**config.mk**
```make
export PLATFORM = sky130hd
export DESIGN_NAME = tmds_link_sequencer
export DESIGN_NICKNAME = d
export VERILOG_FILES = /design/src/rtl/tmds_pkg.sv /design/src/rtl/sync_debounce.sv /design/src/rtl/tmds_link_sequencer.sv
export SDC_FILE = /design/constraint.sdc
export NUM_CORES = 1
export LEC_CHECK = 0
export BUFFER_PORTS_ARGS = -buffer_cell sky130_fd_sc_hd__buf_2
export CELL_PAD_IN_SITES_DETAIL_PLACEMENT = 1
export CELL_PAD_IN_SITES_GLOBAL_PLACEMENT = 1
export CORE_MARGIN = 5
export CORE_UTILIZATION = 30
export CTS_CLUSTER_SIZE = 28
export DETAILED_ROUTE_END_ITERATION = 8
export GPL_TIMING_DRIVEN = 0
export PLACE_DENSITY = 0.6
export SLEW_MARGIN = 20
export SYNTH_ARGS = -nofsm -noshare
export SYNTH_HDL_FRONTEND = slang
export SYNTH_HIERARCHICAL = 1
export SYNTH_SLANG_ARGS = --single-unit
```
**constraint.sdc**
```tcl
create_clock -name clk_pixel -period 2.8 [get_ports clk_pixel]
set_input_delay 0.14 -clock clk_pixel [delete_from_list [all_inputs] [get_ports clk_pixel]]
set_output_delay 0.14 -clock clk_pixel [all_outputs]
set_load 0.01 [all_outputs]
```
**src/rtl/tmds_pkg.sv**
```systemverilog
// Shared types and constants for the TMDS link sequencer: FSM state encoding,
// the four DVI control tokens and the counter width helper.
package tmds_pkg;

    typedef enum logic [1:0] {
        WAIT_LOCK = 2'd0,
        RESET     = 2'd1,
        TRAIN     = 2'd2,
        ACTIVE    = 2'd3
    } link_state_t;

    localparam logic [9:0] TMDS_CTRL_00 = 10'b1101010100;
    localparam logic [9:0] TMDS_CTRL_01 = 10'b0010101011;
    localparam logic [9:0] TMDS_CTRL_10 = 10'b0101010100;
    localparam logic [9:0] TMDS_CTRL_11 = 10'b1010101011;

    // One spare bit so a counter can hold its terminal value and saturate there.
    function automatic int cnt_width(input int a, input int b);
        return $clog2((a > b) ? a : b) + 1;
    endfunction

endpackage

```
**src/rtl/sync_debounce.sv**
```systemverilog
// Multi-stage synchronizer for an asynchronous level, with an optional
// stability debounce (DEBOUNCE_CYCLES = 0 bypasses it).
module sync_debounce #(
    parameter int STAGES          = 2,
    parameter int DEBOUNCE_CYCLES = 0
) (
    input  logic i_clk,
    input  logic i_rst,
    input  logic i_async,
    output logic o_level
);

    logic [STAGES-1:0] r_sync;
    logic              w_sync;

    // NOTE: non-blocking assignments let every stage sample its neighbour's old value.
    always_ff @(posedge i_clk or posedge i_rst) begin
        if (i_rst) begin
            r_sync <= '0;
        end else begin
            r_sync <= (r_sync << 1) | STAGES'(i_async);
        end
    end

    assign w_sync = r_sync[STAGES-1];

    generate
        if (DEBOUNCE_CYCLES == 0) begin : g_bypass
            assign o_level = w_sync;
        end else begin : g_debounce
            localparam int CW = $clog2(DEBOUNCE_CYCLES) + 1;

            logic [CW-1:0] r_cnt;
            logic          r_level;

            // The counter only runs while the synchronized input disagrees with
            // the debounced level, so any glitch shorter than the window is lost.
            always_ff @(posedge i_clk or posedge i_rst) begin
                if (i_rst) begin
                    r_cnt   <= '0;
                    r_level <= 1'b0;
                end else if (w_sync == r_level) begin
                    r_cnt <= '0;
                end else if (r_cnt == CW'(DEBOUNCE_CYCLES - 1)) begin
                    r_level <= w_sync;
                    r_cnt   <= '0;
                end else begin
                    r_cnt <= r_cnt + 1'b1;
                end
            end

            assign o_level = r_level;
        end
    endgenerate

endmodule

```
**src/rtl/tmds_link_sequencer.sv**
```systemverilog
// Brings the TMDS serializer from power-up to active video: qualify lock and
// hot-plug, hold serializer reset, send training tokens, switch to video on a frame.
module tmds_link_sequencer
    import tmds_pkg::*;
#(
    parameter int NUM_CHANNELS        = 3,
    parameter int SYNC_STAGES         = 2,
    parameter int RESET_CYCLES        = 16,
    parameter int TRAIN_CYCLES        = 1024,
    parameter int HPD_DEBOUNCE_CYCLES = 4096
) (
    input  logic                         clk_pixel,
    input  logic                         reset,
    input  logic                         pll_locked,
    input  logic                         hpd,
    input  logic                         retrain,
    input  logic                         frame_start,
    input  logic [NUM_CHANNELS-1:0][9:0] tmds_video,
    output logic [NUM_CHANNELS-1:0][9:0] tmds_out,
    output logic                         serializer_reset,
    output logic                         link_up,
    output logic [1:0]                   link_state
);

    localparam int CNT_W = cnt_width(RESET_CYCLES, TRAIN_CYCLES);

    logic             w_lock_s;
    logic             w_hpd_db;
    logic             w_link_ok;
    logic             w_reset_done;
    logic             w_train_done;
    logic             w_restart;
    link_state_t      w_next;
    link_state_t      r_state;
    logic [CNT_W-1:0] r_rst_cnt;
    logic [CNT_W-1:0] r_train_cnt;

    sync_debounce #(
        .STAGES          (SYNC_STAGES),
        .DEBOUNCE_CYCLES (0)
    ) u_lock_sync (
        .i_clk   (clk_pixel),
        .i_rst   (reset),
        .i_async (pll_locked),
        .o_level (w_lock_s)
    );

    sync_debounce #(
        .STAGES          (SYNC_STAGES),
        .DEBOUNCE_CYCLES (HPD_DEBOUNCE_CYCLES)
    ) u_hpd_sync (
        .i_clk   (clk_pixel),
        .i_rst   (reset),
        .i_async (hpd),
        .o_level (w_hpd_db)
    );

    assign w_link_ok    = w_lock_s && w_hpd_db;
    assign w_reset_done = (r_rst_cnt == CNT_W'(RESET_CYCLES - 1));
    assign w_train_done = (r_train_cnt == CNT_W'(TRAIN_CYCLES));

    // Loss of link_ok outranks retrain, which outranks normal progress.
    always_comb begin
        // NOTE: default first so every path assigns w_next and no latch is inferred.
        w_next = r_state;
        case (r_state)
            WAIT_LOCK: if (w_link_ok) w_next = RESET;
            RESET: begin
                if (!w_link_ok)                    w_next = WAIT_LOCK;
                else if (!retrain && w_reset_done) w_next = TRAIN;
            end
            TRAIN: begin
                if (!w_link_ok)                        w_next = WAIT_LOCK;
                else if (retrain)                      w_next = RESET;
                else if (frame_start && w_train_done)  w_next = ACTIVE;
            end
            ACTIVE: begin
                if (!w_link_ok)   w_next = WAIT_LOCK;
                else if (retrain) w_next = RESET;
            end
            default: w_next = WAIT_LOCK;
        endcase
    end

    // A retrain while already in RESET counts as a fresh entry.
    assign w_restart = (w_next != r_state) || ((r_state == RESET) && retrain);

    // Outputs decode the next state so they change on the same edge as link_state.
    always_ff @(posedge clk_pixel or posedge reset) begin
        if (reset) begin
            r_state          <= WAIT_LOCK;
            r_rst_cnt        <= '0;
            r_train_cnt      <= '0;
            serializer_reset <= 1'b1;
            link_up          <= 1'b0;
            tmds_out         <= {NUM_CHANNELS{TMDS_CTRL_00}};
        end else begin
            r_state <= w_next;
            if (w_restart) begin
                r_rst_cnt   <= '0;
                r_train_cnt <= '0;
            end else begin
                if (r_state == RESET && r_rst_cnt != CNT_W'(RESET_CYCLES))
                    r_rst_cnt <= r_rst_cnt + 1'b1;
                if (r_state == TRAIN && r_train_cnt != CNT_W'(TRAIN_CYCLES))
                    r_train_cnt <= r_train_cnt + 1'b1;
            end
            serializer_reset <= (w_next == WAIT_LOCK) || (w_next == RESET);
            link_up          <= (w_next == ACTIVE);
            tmds_out         <= (w_next == ACTIVE) ? tmds_video : {NUM_CHANNELS{TMDS_CTRL_00}};
        end
    end

    assign link_state = r_state;

endmodule

```
==> impl_metrics.ini, run 1 <==
[power]
power.density_nw_per_um2 = 477
vdd_drop_max_mv = 0.355
fin_total_pwr_w = 0.00208
p_leak_nw = 1.96

[synth]
netlist_area_um2 = 3300
yosys.area_share.adder_pct = 1.90
synth_top_family_by_area = simple AND/OR/NAND/NOR gates
synth_edf_count = 0
ys_seq_area_share_pct = 56.7
synth-compound-area-share_pct = 10.3
async_flop_share_pct = 100
ys_types = 49
yosysMostFrequentCell = dfrtp_1
synth_mux_area_share_pct = 0.948
ys.flop_type = dfrtp_1
yosys-top-cells-area = dfrtp_1 44%, dfstp_2 13%, a21oi_1 3.3%
syn_avg_cell_area_um2 = 11.7
synth_xor_area_share_pct = 5.04
synth_top_area_cell = dfrtp_1
synth_nets = 322
syn_inst = 281
netlist_top_cells_count = 58 x dfrtp_1, 22 x a21oi_1, 17 x nand2b_1
synth_top_area_share_pct = 44.0
ys.warnings.count = 6
postSynthRegisterBits = 74
synthSimpleGateAreaFrac_pct = 21.5

[global_route]
antenna_found_initial = 0
grt_usage_pct = 13.5
grt_max_degree = 57
grt_pass1_wl_um = 13900
grt_pass1_vias = 2821
overflow = 0

[min_path]
hp-class = input port to flip-flop

[clocking]
cts_tree = done
cts_buffer_depth = 2
clock_sinks = 74
clockRootBuffer = clkbuf_8
numCtsBuffers = 9
cts-htree-levels = 3
cts_resized = 0
clkLatencyLatePin_ps = 350
clkTransAtPathRegs_ps = 80

[routing]
drt-total-wl_um = 8300
drc = 0
ant_nets = 0
drtPass1Iterations = 4
drt-wirelength-per-cell_um = 15.4
drtIter0Drc = 71
viasPerCell = 4.73
vias = 2547

[timing]
fin_worst_skew_ps = 10.3
maxSlewHeadroom_pct = 53.7
worstMarginPinSlew_ps = 694
clock.fmax_mhz = 499
setup_tns_ps = 0
period_share_pct = 71.5
slew_viol_final = 0
rsz0062_at_grt = false
setup_viol = 0
fin_crit_ps = 2000
finalHoldViolCount = 0

[place]
gp_congestion = 0.720
hpwl_um = 5470
io_buffers = 69

[die]
die_y_um = 115
io_pins = 70
core_um2 = 10800
start_util_pct = 30.6
core.rowCount = 38
dieArea_um2 = 13200
die_x_um = 115

[run]
maxCapViolCount = 0

[critical_path]
worst_ep_arrival_time_ps = 2280
crit_required_ps = 3070
path_class = flip-flop to flip-flop
start_kind = flip-flop
crit_slowest_cell = dfrtp_1
cp_cell_sequence = inv_1 -> ha_1 -> and4bb_2 -> a41oi_2 -> nand2_1 -> buf_2 -> a22oi_2
cp_slowest_stage_delay_ps = 500
cp_max_fo = 10
end_kind = flip-flop

[run_status]
outcome = complete, no violations

[finish]
num_antenna_cells = 0
area.growth.synth_to_final_pct = 32.2
final_util_pct = 40.4
nets = 435
fill_cells = 1208
drive_above_1_share_pct = 31.6
seqCellArea_um2 = 1870
multiInputGateArea_um2 = 1310
[per-stage QoR]
stage / hold WS (ps) / instance area, µm² / setup WS (ps) / std cells
2_1_floorplan: -119 / 3300 / 1100 / 281
4_1_cts: 23.3 / 4360 / 783 / 539
5_1_grt: 33.9 / 4360 / 644 / 539
6_report: 53.4 / 4360 / 797 / 539
3_3_place_gp: 12.7 / 3820 / 462 / 490
3_5_place_dp: 37.8 / 3820 / 788 / 490
[cells by family (layout without fill, tap and decap cells)]
| group | after synthesis | after routing |
|---|---|---|
| AO/OA/AOI/OAI | 49 | 49 |
| XOR/XNOR | 19 | 19 |
| adder cells (fa/ha/maj) | 5 | 5 |
| buffers and inverters | 22 | 140 |
| flip-flops | 74 | 74 |
| multiplexers | 3 | 3 |
| AND/OR/NAND/NOR | 109 | 109 |
[cell type report]
| cell class | count | area share (%) |
|---|---|---|
| Sequential cell | 74 | 42.9 |
| Timing Repair Buffer | 102 | 15.5 |
| Clock buffer | 10 | 2.92 |
| Tap cell | 140 | 4.01 |
| Multi-Input combinational cell | 185 | 30.0 |
| Buffer | 11 | 1.75 |
| Inverter | 11 | 1.00 |
| Clock inverter | 6 | 1.89 |
[per-layer routing]
layer  share of wire, %  track usage (%)  vias to the layer above  routed length [µm]
met1                 43             15.5                     1269                3550
met3                5.7             4.26                        8                 471
li1                   -                -                     1216                   -
met2                 49             22.6                       54                4100
met5                  0                0                        -                   0
met4                2.1             7.04                        0                 174
[registers in the layout, indices dropped and copies added, names as in the netlist]
| signal | count |
|---|---|
| u_hpd_sync/o_level | 1 |
| serializer_reset | 1 |
| r_train_cnt | 11 |
| tmds_out | 30 |
| u_lock_sync/r_sync | 2 |
| u_hpd_sync/r_sync | 2 |
| r_rst_cnt | 11 |
| link_up | 1 |
| u_hpd_sync/g_debounce.r_cnt | 13 |
| link_state | 2 |
[cell usage in the layout, fill, tap and decap left out, drive strengths merged, types with 2 or more instances in the layout]
cell and n:
and2 16, nand2 11, clkinv 3, nand3 9, o21ai 6, or4 4
nand4b 2, and3 2, o31ai 4, nor2 8, xnor2 10, inv 11
dfrtp 58, a31oi 3, nor3 9, clkbuf 11, a21oi 22, a22oi 3
bufinv 2, nand4 10, and3b 3, dlygate4sd3 33, ha 5, nand2b 17
dfstp 16, or3 6, buf 79, mux2i 2, nor3b 2, nand3b 2
nor4 3, xor2 9, a211oi 6
[critical path, delay by kind of cell, from the launching register on]
family | cells | cell delay (ps)
AO/OA/AOI/OAI | 2 | 490
adder cells (fa/ha/maj) | 1 | 220
buffers and inverters | 2 | 300
flip-flops | 1 | 500
AND/OR/NAND/NOR | 2 | 410
[worst paths after layout]
check	from	to	slack (ps)	cells past startpoint
setup / recovery	r_train_cnt[0]	r_train_cnt[9]	800	7
hold / removal	retrain	link_state[0]	50	2
setup reg to reg	r_train_cnt[0]	r_train_cnt[9]	800	7
hold reg to reg	u_lock_sync/r_sync[0]	u_lock_sync/r_sync[1]	350	0
max in group asynchronous	reset	r_train_cnt[10]	1850	3
min in group asynchronous	reset	u_lock_sync/r_sync[0]	240	3
[power breakdown]
group,internal (W),switching [W],leakage (nW)
Sequential,0.00108,0.00000628,0.966
Combinational,0.0000566,0.0000417,0.884
Clock,0.000497,0.000402,0.106
Total,0.00163,0.000450,1.96
[what timing repair did]
item / 4_1_cts / 5_1_grt
hold endpoints to repair: 90 / 0
setup endpoints to repair: 0 / 0
hold buffers: 33 / 0
buffers inserted: 0 / 0
Note: power is estimated with default switching activity, not from simulation.
==> run 2: changes to the inputs <==
==> constraint.sdc (replaced) <==
create_clock -name clk_pixel -period 1.85 [get_ports clk_pixel]
set_input_delay 0.0925 -clock clk_pixel [delete_from_list [all_inputs] [get_ports clk_pixel]]
set_output_delay 0.0925 -clock clk_pixel [all_outputs]
set_load 0.01 [all_outputs]
==> run 2 against run 1 <==
Clock power increased by 51%. Core utilization increased by 0.65 points. Final cell count increased by 0.74%. Register-to-register slack got worse by 740 ps. Via count increased by 0.55%. Critical endpoint unchanged. Largest cell class unchanged.
==> impl_metrics.ini, run 2 (synthesized netlist as in run 1, its figures left out) <==
[finish]
largest_reg_flops = 30
design_area_um2 = 4430
mostFrequentLayoutCells = 70 x buf_2, 56 x dfrtp_1, 34 x dlygate4sd3_1
top_register = tmds_out
nets = 439
area.growth.synth_to_final_pct = 34.3
num_antenna_cells = 0
drive_above_1_share_pct = 33.0
largestRegisters = tmds_out (30), u_hpd_sync/g_debounce.r_cnt (13)
final_common_cell = buf_2
final_cells = 543

[timing]
slew_viol_final = 0
worstMarginPinSlew_ps = 695
period_share_pct = 96.9
fin_crit_ps = 1790
rsz0062_at_grt = true
maxSlewHeadroom_pct = 53.7
finalHoldViolCount = 0
fin_worst_skew_ps = 10.3
setup_viol = 0
setup_slack_ps = 57.5
clock.fmax_mhz = 558

[critical_path]
worst_ep_arrival_time_ps = 2020
path_class = flip-flop to flip-flop
end_kind = flip-flop
timing.rr.start = r_rst_cnt[6]
cp-startpoint = r_rst_cnt[6]
r2r_setup_slack_ps = 60
crit_required_ps = 2080
rr_worst_depth = 5
worstSetupEndpoint = r_train_cnt[9]
cp_max_fo = 10
start_kind = flip-flop
r2r-end = r_train_cnt[9]

[routing]
drtIter0Drc = 80
drt-total-wl_um = 8320
drc = 0
drtPass1Iterations = 4
viasPerCell = 4.72
ant_nets = 0
vias = 2561
drt-wirelength-per-cell_um = 15.3

[place]
place_ws_ps = -162
gp_congestion = 0.720
hpwl_um = 5470
io_buffers = 69
place_area_um2 = 3820
dpl.cell_count = 490

[global_route]
overflow = 0
grt_usage_pct = 13.5
grt_pass1_wl_um = 13900
antenna_found_initial = 0
grt_pass1_vias = 2840
grt_max_degree = 57

[power]
vdd_drop_max_mv = 0.537
p_leak_nw = 1.97
power.density_nw_per_um2 = 711

[die]
core.rowCount = 38
dieArea_um2 = 13200
start_util_pct = 30.6
die_y_um = 115
die_x_um = 115
io_pins = 70
core_um2 = 10800

[run_status]
outcome = complete, no violations

[clocking]
clock_sinks = 74
clockRootBuffer = clkbuf_8
clkTransAtPathRegs_ps = 80
cts-htree-levels = 3
numCtsBuffers = 9
clkLatencyLatePin_ps = 360
cts_tree = done
cts_buffer_depth = 2

[run]
maxCapViolCount = 0

[min_path]
hp-class = input port to async pin
-- run 2: changes by cell type in the layout (fill, tap and decap cells not counted), sizes merged --
cell / change
buf: +1
clkbuf: +2
dlygate4sd3: +1
-- run 2: final cells by class --
cell class | instances | area (µm²)
Timing Repair Buffer | 106 | 708
Sequential cell | 74 | 1870
Fill cell | 1205 | 6360
Clock buffer | 10 | 128
Tap cell | 140 | 175
Inverter | 11 | 43.8
Clock inverter | 6 | 82.6
Multi-Input combinational cell | 185 | 1330
Buffer | 11 | 95.1
-- run 2: per-layer routing --
layer / global-route usage (%) / routed length, µm
met2: 22.8 / 4150
met4: 7.04 / 174
met5: 0 / 0
met3: 4.11 / 452
met1: 15.4 / 3550
-- run 2: worst min path at each step --
stage,start,to,slack (ps)
after floorplan,reset,u_lock_sync/r_sync[0],-170
after global placement,reset,u_lock_sync/r_sync[0],-30
after detailed placement,reset,u_lock_sync/r_sync[0],-10
after CTS,reset,u_lock_sync/r_sync[0],160
after global routing,reset,u_lock_sync/r_sync[0],190
final,reset,u_lock_sync/r_sync[0],190
-- run 2: what timing repair did --
item                                    4_1_cts  5_1_grt
pin swaps                                     1        4
hold endpoints to repair                     91        0
hold buffers                                 34        0
buffers inserted                              2        1
endpoints found under the setup margin       46       54
cloned                                        0        0
resized for setup                             2        9
-- run 2: power breakdown --
part / total [W] / internal (W) / switching (W)
combinational: 0.000153 / 0.0000884 / 0.0000651
clock: 0.00136 / 0.000753 / 0.000609
sequential: 0.00164 / 0.00163 / 0.00000877
-- run 2: stage by stage --
stage | total power, W | utilization [%] | TNS [ps] | hold slack, ps
after floorplan | 0.00171 | - | 0 | -166
after global placement | 0.00176 | 35.4 | -20190 | -34.8
after detailed placement | 0.00176 | 35.4 | -2990 | -9.71
after CTS | 0.00322 | 40.8 | 0 | 156
after global routing | 0.00331 | 41.1 | -60.5 | 187
final | 0.00315 | 41.1 | 0 | 191
-- run 2: critical path, cell delays in order (launching register included) --
cell,delay [ps]
dfrtp_1,440
nor4_2,410
and4_4,360
a2bb2oi_4,200
buf_6,170
a22oi_2,80
